==> config.mk <==
export PLATFORM = sky130hd
export DESIGN_NAME = sirv_uarttx_cfg
export DESIGN_NICKNAME = d
export VERILOG_FILES = /design/src/rtl/sirv_uarttx_cfg.sv
export SDC_FILE = /design/constraint.sdc
export NUM_CORES = 1
export LEC_CHECK = 0
export CORE_UTILIZATION = 50
export CTS_CLUSTER_SIZE = 8
export DETAILED_ROUTE_END_ITERATION = 16
export GPL_TIMING_DRIVEN = 0
export HOLD_SLACK_MARGIN = 0.15
export PLACE_DENSITY = 0.72
export SKIP_CTS_REPAIR_TIMING = 1
export SLEW_MARGIN = 15
export SYNTH_ARGS = -nofsm -noshare
export SYNTH_HDL_FRONTEND = slang
export SYNTH_SLANG_ARGS = --single-unit
==> constraint.sdc <==
create_clock -name clock -period 4.05 [get_ports clock]
set_clock_uncertainty 0.15 [all_clocks]
set_input_delay 0.81 -clock clock [delete_from_list [all_inputs] [get_ports clock]]
set_output_delay 0.81 -clock clock [all_outputs]
set_load 0.005 [all_outputs]
==> src/rtl/sirv_uarttx_cfg.sv <==
`default_nettype none
// ============================================================================
// Module   : sirv_uarttx_cfg
// Purpose  : Configurable UART transmitter. A valid/ready byte stream feeds
//            a small TX FIFO. Frames are sent with 5..DATA_W data bits (LSB
//            first), optional even/odd parity and one or two stop bits. The
//            frame start is gated by enable and active-low CTS.
// Ports    : clock, reset         - clock, asynchronous active-high reset
//            io_en                - enable for FIFO push and frame start
//            io_in_valid/ready/bits - push handshake and data word
//            io_div               - bit period minus one, in clocks
//            io_nbits             - data bits per frame (illegal -> DATA_W)
//            io_parity            - 00/11 none, 01 even, 10 odd
//            io_nstop             - 0 one stop bit, 1 two stop bits
//            io_cts_n             - active-low clear-to-send
//            io_out               - serial TX line (idles high)
//            io_busy              - frame in progress
//            io_count             - FIFO occupancy
// Revision : 1.0 - initial release
// ============================================================================
module sirv_uarttx_cfg #(
    parameter int DATA_W = 8,
    parameter int DEPTH  = 4,
    parameter int DIV_W  = 16,
    parameter int CNT_W  = $clog2(DEPTH + 1)
) (
    input  logic              clock,
    input  logic              reset,
    input  logic              io_en,
    input  logic              io_in_valid,
    output logic              io_in_ready,
    input  logic [DATA_W-1:0] io_in_bits,
    input  logic [DIV_W-1:0]  io_div,
    input  logic [3:0]        io_nbits,
    input  logic [1:0]        io_parity,
    input  logic              io_nstop,
    input  logic              io_cts_n,
    output logic              io_out,
    output logic              io_busy,
    output logic [CNT_W-1:0]  io_count
);

    localparam int AW   = $clog2(DEPTH);
    // data bits + parity + two stop bits
    localparam int SH_W = DATA_W + 3;
    localparam int BC_W = 4;

    typedef enum logic [0:0] {
        IDLE = 1'b0,
        SEND = 1'b1
    } state_t;

    state_t            state;
    logic [DATA_W-1:0] mem [DEPTH];
    logic [AW-1:0]     wr_ptr;
    logic [AW-1:0]     rd_ptr;
    logic [DIV_W-1:0]  presc;
    logic [DIV_W-1:0]  div_q;
    logic [BC_W-1:0]   bitcnt;
    logic [SH_W-1:0]   shifter;

    logic              full;
    logic              empty;
    logic              push;
    logic              pop;
    logic              start_cond;
    logic              frame_done;
    logic [DATA_W-1:0] head;
    logic [3:0]        eff_nbits;
    logic [DATA_W-1:0] masked;
    logic              par_en;
    logic              par_bit;
    logic [SH_W-1:0]   sh_load;
    logic [BC_W-1:0]   cnt_load;

    // ------------------------------------------------------------------
    // FIFO flags and handshake
    // ------------------------------------------------------------------
    assign full        = (io_count == CNT_W'(DEPTH));
    assign empty       = (io_count == '0);
    assign io_in_ready = io_en & ~full;
    assign push        = io_in_valid & io_in_ready;
    assign head        = mem[rd_ptr];

    assign start_cond  = io_en & ~io_cts_n & ~empty;
    assign frame_done  = (state == SEND) && (presc == '0) && (bitcnt == '0);
    // A word leaves the FIFO only when a frame starts, either from IDLE or
    // directly on the last edge of the previous frame (no idle gap).
    assign pop         = start_cond & ((state == IDLE) | frame_done);

    // ------------------------------------------------------------------
    // Frame image built from the FIFO head and the live configuration.
    // Everything the frame needs except the bit period is folded into the
    // shifter and bit counter here, so later config changes cannot reach
    // the frame in flight.
    // ------------------------------------------------------------------
    always_comb begin
        if ((io_nbits < 4'd5) || (io_nbits > 4'(DATA_W))) begin
            eff_nbits = 4'(DATA_W);
        end else begin
            eff_nbits = io_nbits;
        end

        masked = '0;
        for (int i = 0; i < DATA_W; i++) begin
            if (i < int'(eff_nbits)) begin
                masked[i] = head[i];
            end
        end

        par_en  = (io_parity == 2'b01) || (io_parity == 2'b10);
        par_bit = (^masked) ^ (io_parity == 2'b10);

        // Unused upper positions stay 1, which doubles as the stop bits.
        sh_load = '1;
        for (int i = 0; i < DATA_W; i++) begin
            if (i < int'(eff_nbits)) begin
                sh_load[i] = head[i];
            end
        end
        for (int i = 0; i < SH_W; i++) begin
            if (par_en && (i == int'(eff_nbits))) begin
                sh_load[i] = par_bit;
            end
        end

        cnt_load = eff_nbits + {3'b000, par_en} + (io_nstop ? 4'd2 : 4'd1);
    end

    // ------------------------------------------------------------------
    // FIFO storage (no reset needed on the data array)
    // ------------------------------------------------------------------
    always_ff @(posedge clock) begin
        if (push) begin
            mem[wr_ptr] <= io_in_bits;
        end
    end

    always_ff @(posedge clock or posedge reset) begin
        if (reset) begin
            wr_ptr   <= '0;
            rd_ptr   <= '0;
            io_count <= '0;
        end else begin
            if (push) begin
                wr_ptr <= wr_ptr + AW'(1);
            end
            if (pop) begin
                rd_ptr <= rd_ptr + AW'(1);
            end
            if (push && !pop) begin
                io_count <= io_count + CNT_W'(1);
            end else if (pop && !push) begin
                io_count <= io_count - CNT_W'(1);
            end
        end
    end

    // ------------------------------------------------------------------
    // Transmit state machine with registered line and busy outputs
    // ------------------------------------------------------------------
    always_ff @(posedge clock or posedge reset) begin
        if (reset) begin
            state   <= IDLE;
            io_out  <= 1'b1;
            io_busy <= 1'b0;
            presc   <= '0;
            div_q   <= '0;
            bitcnt  <= '0;
            shifter <= '1;
        end else if (pop) begin
            // Start bit goes out on this edge.
            state   <= SEND;
            io_busy <= 1'b1;
            io_out  <= 1'b0;
            shifter <= sh_load;
            bitcnt  <= cnt_load;
            presc   <= io_div;
            div_q   <= io_div;
        end else begin
            case (state)
                IDLE: begin
                    io_out  <= 1'b1;
                    io_busy <= 1'b0;
                end
                SEND: begin
                    if (presc != '0) begin
                        presc <= presc - DIV_W'(1);
                    end else if (bitcnt != '0) begin
                        io_out  <= shifter[0];
                        shifter <= {1'b1, shifter[SH_W-1:1]};
                        bitcnt  <= bitcnt - BC_W'(1);
                        presc   <= div_q;
                    end else begin
                        state   <= IDLE;
                        io_busy <= 1'b0;
                        io_out  <= 1'b1;
                    end
                end
                default: begin
                    state <= IDLE;
                end
            endcase
        end
    end

endmodule
`default_nettype wire
* After elaboration in Yosys (flattened, before gate mapping) *
Memories as Yosys holds them, arrays and structs flattened.
Cells that the tools add are included.

word-level totals
  output and inout bits = 6
  memory bits (writable) = 32
  bits in latches = 0
  memories kept = 1
  register bits after elaboration = 57
  memory bits (read-only) = 0

memory list
  memory  words  width  rd ports  clocked after Yosys merged registers in  write ports  line  RTL
  mem     4      8      1         0                                        1            54    logic [DATA_W-1:0] mem [DEPTH];

cells by class
  magnitude comparators = 10
  divide/modulo/power cells = 0
  multiply operators = 0
  $add $sub $neg = 8
  bitwise gates (word level) = 11
  muxes and demuxes = 57
  equal/unequal tests = 16
  reductions and logical operators = 33
  shift-type cells = 0

operators by type and width
  kind                                                  count
  two-way mux 16 bit                                    4
  two-way mux 11 bit                                    4
  two-way mux 1 bit                                     39
  == test 4 bit, first input constant                   7
  two-way mux 4 bit                                     5
  zero test 16 bit                                      1
  < comparator 3 x 4 -> 1 bit, first input constant     4
  nonzero test 16 bit                                   1
  subtractor 16 x 1 -> 16 bit, second input constant    1
  logical AND 1 bit                                     15
  == test 3 x 4 -> 1 bit, first input constant          2
  zero test 4 bit                                       2
  < comparator 1 x 4 -> 1 bit, first input constant     2
  < comparator 2 x 4 -> 1 bit, first input constant     2
  XOR reduction 8 bit                                   1
  two-way mux 3 bit                                     2
  inequality test 3 bit, second input constant          2
  nonzero test 2 bit                                    3
  AND 1 bit                                             5
  adder 2 x 1 -> 2 bit, second input constant           2
  adder 4 x 1 -> 4 bit                                  1
  adder 4 x 2 -> 4 bit                                  1
  == test 2 x 4 -> 1 bit, first input constant          1
  greater-than comparator 4 bit, second input constant  1
  other kinds (20)                                      27

* Logic depth before layout (Yosys ltp) *
Gate-level depths: netlist of the first run.

  depth in word-level cells = 9
  depth in mapped cells = 14

* Least setup slack after synthesis of the first run *
Ideal clock, no wire load.

  path type = register -> register
  start point = reg presc[7]
  end point = reg io_count[1]
  path slack = 0.864 ns
  clock period less this slack = 3.186 ns
  library setup time = 0.125 ns
  data arrival time = 2.911 ns
  stages on the path, launching flop included = 12
  cells stage by stage = dfrtp_1 -> or4_4 -> nand2b_4 -> o31ai_4 -> and2_1 -> inv_2 -> buf_6 -> buf_2 -> ha_1 -> inv_1 -> fa_1 -> mux2_2

on the way
  cells in the longest elaborated chain, start to end = 8
  elaborated cells on any way between the ends = 10

ends and longest elaborated chain
  element                                                  line  RTL
  start: declaration                                       57    logic [DIV_W-1:0] presc;
  start signal: assignment                                 178   presc <= io_div;
  start signal: assignment                                 188   presc <= presc - DIV_W'(1);
  start signal: assignment                                 193   presc <= div_q;
  zero test 16 bit (*)                                     86    assign frame_done = (state == SEND) && (presc == '0) && (bitcnt == '0);
  logical AND 1 bit (*) (2 in series)                      86
  bitwise OR 1 bit (*)                                     89    assign pop = start_cond & ((state == IDLE) | frame_done);
  AND 1 bit (*)                                            89
  zero test 1 bit                                          151   if (push && !pop) begin
  logical AND 1 bit                                        151
  two-way mux 3 bit or nonzero test 2 bit (tied branches)  -
  end signal: assignment                                   152   io_count <= io_count + CNT_W'(1);
  end signal: assignment                                   154   io_count <= io_count - CNT_W'(1);
  end: declaration                                         40    output logic [CNT_W-1:0] io_count

Mark *: on every way between the ends. The rest lies on a longest branch, timed or not.
A chain may end at the register's enable or synchronous reset.

* Worst setup path after layout of the first run *
Ends and elaborated chain as after synthesis.

==> qor.csv, run 1 <==
stage,metric,value,unit
cts,numCtsBuffers,9,
cts,path_clk_slew,0.10,ns
layout,diodes,0,
worst_setup_path,critPathBufInv,4,
sta,fin_crit,3.64,ns
sta,tightest_slew,0.744,ns
power,total_power,1.95,mW
synth,netlist_area,4520,um^2
synth,synthTopCellsByArea,"dfrtp_1 25%, edfxtp_1 21%, dfstp_2 7.0%",
sta,whs,0.333,ns
worst_setup_path,slowest_stage,or4_4,
min_path,holdCritPathClass,flop to flop,
synth,netlist_instances,410,
synth,synth_xor_area_frac,0.0600,
grt,antenna_found_initial,0,
die,start_util,0.519,
grt,grt_first_pass_wirelength,16200,um
route,postRouteAntennaNets,0,
route,drt_iter0_markers,173,
layout,fin_util,0.603,
grt,grt_max_degree,58,
die,die_h,97.1,um
synth,synth_ff_type,dfrtp_1,
route,wl_per_cell,16.4,um
layout,layout.nets,512,
synth,synth_area_per_cell,11.0,um^2
synth,synth.most_common_cell,nand2_1,
synth,syn_nets,460,
cts,clock_latency,0.37,ns
synth,synth-compound-area-share,0.106,
layout,fill_cells,708,
synth,synth_edf_count,32,
worst_setup_path,cp.arrival,3.74,ns
route,routed_wl,9440,um
synth,yosysWarnings,0,
synth,ys_seq_area_frac,0.531,
worst_setup_path,max_stage_delay,0.58,ns
sta,slew_violations,0,
die,core_area,8720,um^2
power,powerDensity,370,nW/um^2
sta,post-route-period-util,0.898,
synth,synthAdderAreaFrac,0.0437,
worst_setup_path,cp_top_family,simple AND/OR/NAND/NOR gates,
cts,cts_tree,done,
layout,final_cells,575,
layout,syn2layout_area_growth,16.3,%
worst_setup_path,critPathLaunchType,flop,
synth,synth_top_area_frac,0.249,
route,via_per_inst,5.60,
power,peakVddDrop,263,uV
synth,synth_top_family_by_area,simple AND/OR/NAND/NOR gates,
die,die_x,97.1,um
sta,hold_violations,0,
route,firstDrtPassIters,4,
route,vias,3222,
layout,drive_gt1_frac,0.120,
synth,muxShareOfSynthArea,0.0811,
sta,setup_violations,0,
place,place.gp.congestion,0.796,
synth,async_flop_share,0.640,
sta,fin_tns_setup,0,ns
worst_setup_path,end_kind,flop,
worst_setup_path,crit_path_cell_trace,or4_4 > nand2b_4 > o31ai_4 > and2_1 > inv_2 > buf_6 > buf_2 > ha_1 > inv_1 > fa_1 > mux2_2,
die,die_area,9430,um^2
die,ios,42,
place,portBuffers,41,
route,drc,0,
sta,max_slew_margin,0.504,
grt,grtUsageTotal,0.218,
worst_setup_path,required,4.16,ns
status,outcome,finished clean,
grt,overflow,0,
die,rows,34,
sta,timing.fmax,0.275,GHz
sta,rsz0062_at_grt,false,
cts,root_buffer,clkbuf_8,
power,p_leak,2.05,nW
cts,cts.htree.levels,3,
grt,grt_pass1_vias,3301,
cts,clock_sinks,89,
synth,synth-simple-area-share,0.145,
synth,ys_ff_latch,89,
run,drv_cap,0,
synth,synth_commonest_cells,"74 x nand2_1, 45 x dfrtp_1, 32 x edfxtp_1, 30 x nor2_1, 24 x xnor2_1",
synth,ys_types,54,
worst_setup_path,critPathKind,flop to flop,
place,placed_cells,559,
synth,yosysTopAreaCell,dfrtp_1,
place,dp_hpwl,6580,um
worst_setup_path,crit_fanout,10,
cts,cts_buffer_depth,2,
## registers in the layout, indices dropped and copies added, names as in the netlist
name	cells
mem	32
io_out	1
io_count	3
bitcnt	4
div_q	16
shifter	11
rd_ptr	2
io_busy	1
wr_ptr	2
state	1
presc	16
## metrics by stage
step	cell area, um^2	setup WS, ns
6_report	5260	0.414
2_1_floorplan	4520	0.864
3_3_place_gp	5070	0.0797
5_1_grt	5260	0.259
4_1_cts	5260	0.413
3_5_place_dp	5070	0.0499
## per-layer routing
metal	share of wire	wire length, um	global-route usage
met5	0	0	0
met4	0.020	186	0.0896
met3	0.044	416	0.0388
met2	0.49	4670	0.352
met1	0.44	4170	0.292
## path summary, 6_finish.rpt
path	from	to	slack (ns)	depth (start not counted)
min reg2reg	shifter[1]	shifter[0]	0.33	2
max	presc[7]	io_count[1]	0.41	11
min in group asynchronous	reset	div_q[12]	0.76	2
max in group asynchronous	reset	div_q[5]	2.53	2
min	shifter[1]	shifter[0]	0.33	2
max reg2reg	presc[7]	io_count[1]	0.41	11
## layout by cell type, fill, tap and decap left out, drive strengths merged, types with 4 or more instances in the layout
master / synthesis / final
ha: 11 / 11
dfstp: 12 / 12
dfrtp: 45 / 45
buf: 8 / 8
a21oi: 23 / 23
nand3: 4 / 4
xnor2: 24 / 24
a31oi: 5 / 5
and3: 6 / 6
and2: 4 / 4
nor3: 7 / 7
nor2: 31 / 31
a211oi: 15 / 15
mux4: 9 / 9
edfxtp: 32 / 32
inv: 16 / 21
nand2: 74 / 74
clkdlybuf4s50: 0 / 41
xor2: 7 / 7
clkbuf: 10 / 19
mux2i: 13 / 13
o21ai: 15 / 15
## logic make-up after synthesis
family	count (synthesis)
adders and majority gates	14
AOI/OAI and AO/OA	75
and+or+nand+nor	142
DFF	89
buffers and inverters	34
muxes	25
xor gates and xnor gates	31
## power by group
part / switching (mW) / leakage, nW / internal, mW / total, mW
Sequential: 0.0422 / 0.946 / 0.996 / 1.04
Combinational: 0.145 / 1.01 / 0.156 / 0.301
Clock: 0.365 / 0.0962 / 0.241 / 0.607
Total: 0.553 / 2.05 / 1.39 / 1.95
## area by class of cell
type,instances,area (um^2),share of cell area
Timing Repair Buffer,41,410,0.0780
Multi-Input combinational cell,287,1970,0.375
Clock buffer,9,124,0.0235
Inverter,16,62.6,0.0119
Clock inverter,7,67.6,0.0128
Sequential cell,89,2400,0.456
Buffer,18,88.8,0.0169
Tap cell,108,135,0.0257
## worst min-delay path: stages (launching register included)
cell and delay [ns]:
dfstp_2 0.38, nand2_1 0.05, a31oi_1 0.07
No activity file was read; power rests on OpenSTA's default activity.
==> run 2, diff against run 1 <==
PLACE_DENSITY = 0.71   (was 0.72)
clock period = 4.7 ns   (was 4.05 ns; I/O delays follow)
==> qor.csv, run 2 (synthesized netlist as in run 1, its figures left out) <==
stage,metric,value,unit
layout,top_regs,"mem x32, div_q x16, presc x16",
worst_setup_path,critPathBufInv,6,
worst_setup_path,cp.arrival,3.86,ns
cts,clock_latency,0.37,ns
route,via_per_inst,5.64,
power,peakVddDrop,219,uV
route,drt_iter0_markers,151,
worst_setup_path,crit_path_cell_trace,clkdlybuf4s50_1 > nor3b_1 > buf_1 > and2_1 > inv_2 > buf_6 > buf_2 > ha_1 > inv_1 > fa_1 > mux2_2,
die,start_util,0.519,
cts,cts_tree,done,
die,die_area,9430,um^2
cts,numCtsBuffers,9,
min_path,holdCritPathClass,flop to flop,
layout,multi_input_area,1970,um^2
route,wl_per_cell,16.3,um
die,ios,42,
sta,fin_tns_setup,0,ns
die,core_area,8720,um^2
grt,grt_pass1_vias,3296,
route,postRouteAntennaNets,0,
grt,grt_first_pass_wirelength,16000,um
cts,root_buffer,clkbuf_8,
grt,overflow,0,
sta,fin_crit,3.75,ns
layout,final_area,5270,um^2
layout,drive_gt1_frac,0.120,
worst_setup_path,cp_top_family,buffers and inverters,
layout,diodes,0,
run,drv_cap,0,
cts,cts_buffer_depth,2,
cts,cts.htree.levels,3,
sta,slew_violations,0,
layout,layout.nets,512,
layout,seq_area,2400,um^2
die,rows,34,
worst_setup_path,required,4.81,ns
power,p_leak,2.06,nW
sta,timing.fmax,0.267,GHz
route,vias,3244,
status,outcome,finished clean,
route,drc,0,
place,placed_cells,559,
sta,hold_violations,0,
layout,final_common_cell,nand2_1,
worst_setup_path,critPathKind,primary input to flop,
cts,clock_sinks,89,
route,routed_wl,9370,um
sta,rsz0062_at_grt,false,
sta,setup_violations,0,
place,place_area,5070,um^2
worst_setup_path,max_stage_delay,0.56,ns
layout,top_register,mem,
grt,antenna_found_initial,0,
die,die_x,97.1,um
power,powerDensity,319,nW/um^2
layout,fill_cells,700,
cts,path_clk_slew,0.10,ns
sta,post-route-period-util,0.798,
route,firstDrtPassIters,5,
worst_setup_path,slowest_stage,buf_1,
layout,final_cells,575,
worst_setup_path,critPathLaunchType,primary input,
worst_setup_path,end_kind,flop,
place,place.gp.congestion,0.846,
layout,most-common-layout-cells,"74 x nand2_1, 45 x dfrtp_1, 41 x clkdlybuf4s50_1",
grt,grt_max_degree,58,
layout,largest_reg_flops,32,
place,dp_hpwl,6540,um
layout,syn2layout_area_growth,16.4,%
worst_setup_path,crit_fanout,10,
place,portBuffers,41,
sta,tightest_slew,0.749,ns
die,die_h,97.1,um
sta,max_slew_margin,0.501,
grt,grtUsageTotal,0.216,
run 2: changes by cell type in the layout (fill, tap and decap cells not counted), sizes merged:
cell / delta
clkinv: +1
inv: -1
run 2: metrics by stage:
stage               worst slack, ns   util  hold WS (ns)  power (mW)
finish                        0.948  0.604         0.335        1.68
global route                  0.844  0.604         0.361        1.77
CTS                           0.974  0.604         0.342        1.70
detailed placement            0.582  0.581         0.318        1.18
global placement              0.589  0.581         0.308        1.16
floorplan                      1.50      -         0.295        1.06
run 2: worst paths after layout:
path | slack, ns | cells past startpoint | from | endpoint
max | 0.95 | 11 | io_en | io_count[1]
min | 0.34 | 2 | div_q[7] | div_q[7]
max reg2reg | 1.16 | 11 | presc[7] | io_count[1]
min reg2reg | 0.34 | 2 | div_q[7] | div_q[7]
max in group asynchronous | 3.04 | 2 | reset | presc[4]
min in group asynchronous | 0.88 | 2 | reset | io_count[0]
run 2: final cells by class:
| cell class | instances | area share |
|---|---|---|
| tap | 108 | 0.0257 |
| clock buffer | 9 | 0.0235 |
| timing repair buffer | 41 | 0.0779 |
| clock inverter | 7 | 0.0133 |
| inverter | 16 | 0.0119 |
| sequential | 89 | 0.456 |
| buffer | 18 | 0.0169 |
| multi-input combinational | 287 | 0.375 |
run 2: per-layer routing:
layer / global-route usage / routed length [um]
met1: 0.297 / 4400
met2: 0.345 / 4410
met3: 0.0345 / 389
met4: 0.0918 / 166
met5: 0 / 0
run 2: power breakdown:
part / internal, mW / leakage (nW) / total [mW] / switching, mW
combinational: 0.136 / 1.01 / 0.265 / 0.129
sequential: 0.858 / 0.946 / 0.892 / 0.0340
clock: 0.209 / 0.0973 / 0.525 / 0.316
total: 1.20 / 2.06 / 1.68 / 0.479
run 2: tightest hold or removal path, stage by stage (launching register included):
cell	delay [ns]
dfrtp_1	0.35
nand2_1	0.05
nand2_1	0.06
==> run 3, diff against run 2 <==
PLACE_DENSITY = 0.74   (was 0.71)
clock period = 3.4 ns   (was 4.7 ns; I/O delays follow)
==> qor.csv, run 3 (synthesized netlist as in run 1, its figures left out) <==
stage,metric,value,unit
layout,most-common-layout-cells,"74 x nand2_1, 45 x dfrtp_1, 41 x clkdlybuf4s50_1",
layout,diodes,0,
layout,final_common_cell,nand2_1,
worst_setup_path,crit_fanout,10,
die,core_area,8720,um^2
cts,cts.htree.levels,3,
sta,post-route-period-util,0.969,
run,drv_cap,0,
route,wl_per_cell,16.1,um
route,drc,0,
grt,antenna_found_initial,0,
route,routed_wl,9310,um
layout,fill_cells,709,
route,drt_iter0_markers,194,
sta,tightest_slew,0.764,ns
cts,cts_tree,done,
die,die_h,97.1,um
layout,top_regs,"mem x32, div_q x16, presc x16",
cts,root_buffer,clkbuf_8,
power,p_leak,2.07,nW
worst_setup_path,critPathBufInv,4,
sta,max_slew_margin,0.491,
cts,clock_latency,0.38,ns
layout,seq_area,2400,um^2
status,outcome,finished clean,
grt,overflow,0,
layout,top_register,mem,
sta,setup_violations,0,
layout,drive_gt1_frac,0.128,
worst_setup_path,slowest_stage,or4_4,
worst_setup_path,critPathKind,flop to flop,
die,ios,42,
layout,syn2layout_area_growth,16.9,%
worst_setup_path,end_kind,flop,
worst_setup_path,required,3.51,ns
worst_setup_path,max_stage_delay,0.58,ns
layout,largest_reg_flops,32,
die,die_area,9430,um^2
grt,grt_first_pass_wirelength,15800,um
worst_setup_path,critPathLaunchType,flop,
worst_setup_path,cp.arrival,3.40,ns
power,peakVddDrop,325,uV
sta,hold_violations,0,
power,powerDensity,437,nW/um^2
cts,cts_buffer_depth,2,
layout,layout.nets,514,
route,firstDrtPassIters,4,
worst_setup_path,cp_top_family,simple AND/OR/NAND/NOR gates,
grt,grt_pass1_vias,3299,
cts,clock_sinks,89,
die,rows,34,
sta,timing.fmax,0.303,GHz
route,vias,3263,
place,dp_hpwl,6480,um
sta,slew_violations,0,
layout,final_area,5290,um^2
grt,grt_max_degree,58,
cts,path_clk_slew,0.10,ns
route,postRouteAntennaNets,0,
min_path,holdCritPathClass,flop to flop,
place,place.gp.congestion,0.835,
die,die_x,97.1,um
worst_setup_path,crit_path_cell_trace,or4_4 > nand2b_4 > o31ai_4 > and2_4 > inv_2 > buf_6 > buf_2 > ha_1 > inv_1 > fa_1 > mux2_2,
power,total_power,2.31,mW
die,start_util,0.519,
cts,numCtsBuffers,9,
place,place_area,5070,um^2
layout,multi_input_area,1980,um^2
sta,rsz0062_at_grt,false,
sta,fin_crit,3.30,ns
grt,grtUsageTotal,0.211,
route,via_per_inst,5.66,
place,portBuffers,41,
==> run 3: cell types whose count changed in the layout (fill, tap and decap cells not counted), sizes merged <==
cell,change
inv,+1
clkinvlp,-1
clkbuf,+1
buf,+1
==> run 3: worst paths after layout <==
path / from / endpoint / slack (ns) / cells after the start
min in group asynchronous: reset / io_busy / 0.62 / 2
min: div_q[13] / div_q[13] / 0.33 / 2
max: presc[7] / io_count[1] / 0.10 / 11
min reg2reg: div_q[13] / div_q[13] / 0.33 / 2
max in group asynchronous: reset / bitcnt[0] / 2.01 / 2
max reg2reg: presc[7] / io_count[1] / 0.10 / 11
==> run 3: area by class of cell <==
cell class	count	share of cell area
inverters	16	0.0118
clock buffers	9	0.0234
flip-flops and latches	89	0.454
repair buffers	43	0.0804
well taps	108	0.0256
plain buffers	18	0.0170
clock inverters	7	0.0125
multi-input cells	287	0.375
==> run 3: per-layer routing <==
metal | wire length, um | vias to the layer above | part of all wire | global-route usage
li1 | - | 1555 | - | -
met1 | 4290 | 1616 | 0.46 | 0.283
met2 | 4480 | 80 | 0.48 | 0.339
met3 | 417 | 12 | 0.045 | 0.0360
met4 | 119 | 0 | 0.013 | 0.0896
met5 | 0 | - | 0 | 0
==> run 3: report_power, final <==
part	total (mW)	switching [mW]	leakage, nW	internal, mW
Combinational	0.361	0.173	1.03	0.188
Sequential	1.24	0.0491	0.946	1.19
Clock	0.716	0.430	0.0986	0.286
Total	2.31	0.652	2.07	1.66
==> run 3: per-stage QoR <==
step                      utilization  TNS [ns]  setup slack [ns]  hold WS (ns)  instances
after floorplan                     -         0             0.214         0.295        410
after global routing            0.606         0           0.00498         0.364        577
after global placement          0.581    -0.670            -0.413         0.309        559
after CTS                       0.603    -0.195            -0.173         0.337        575
after detailed placement        0.581    -0.738            -0.445         0.314        559
final                           0.606         0             0.105         0.334        577
==> run 3: worst reg2reg max path, cell delays in order, from the launching register on <==
cell and delay (ns):
dfrtp_1 0.46, or4_4 0.58, nand2b_4 0.20, o31ai_4 0.23
and2_4 0.20, inv_2 0.04, buf_6 0.13, buf_2 0.20
ha_1 0.23, inv_1 0.08, fa_1 0.40, mux2_2 0.27
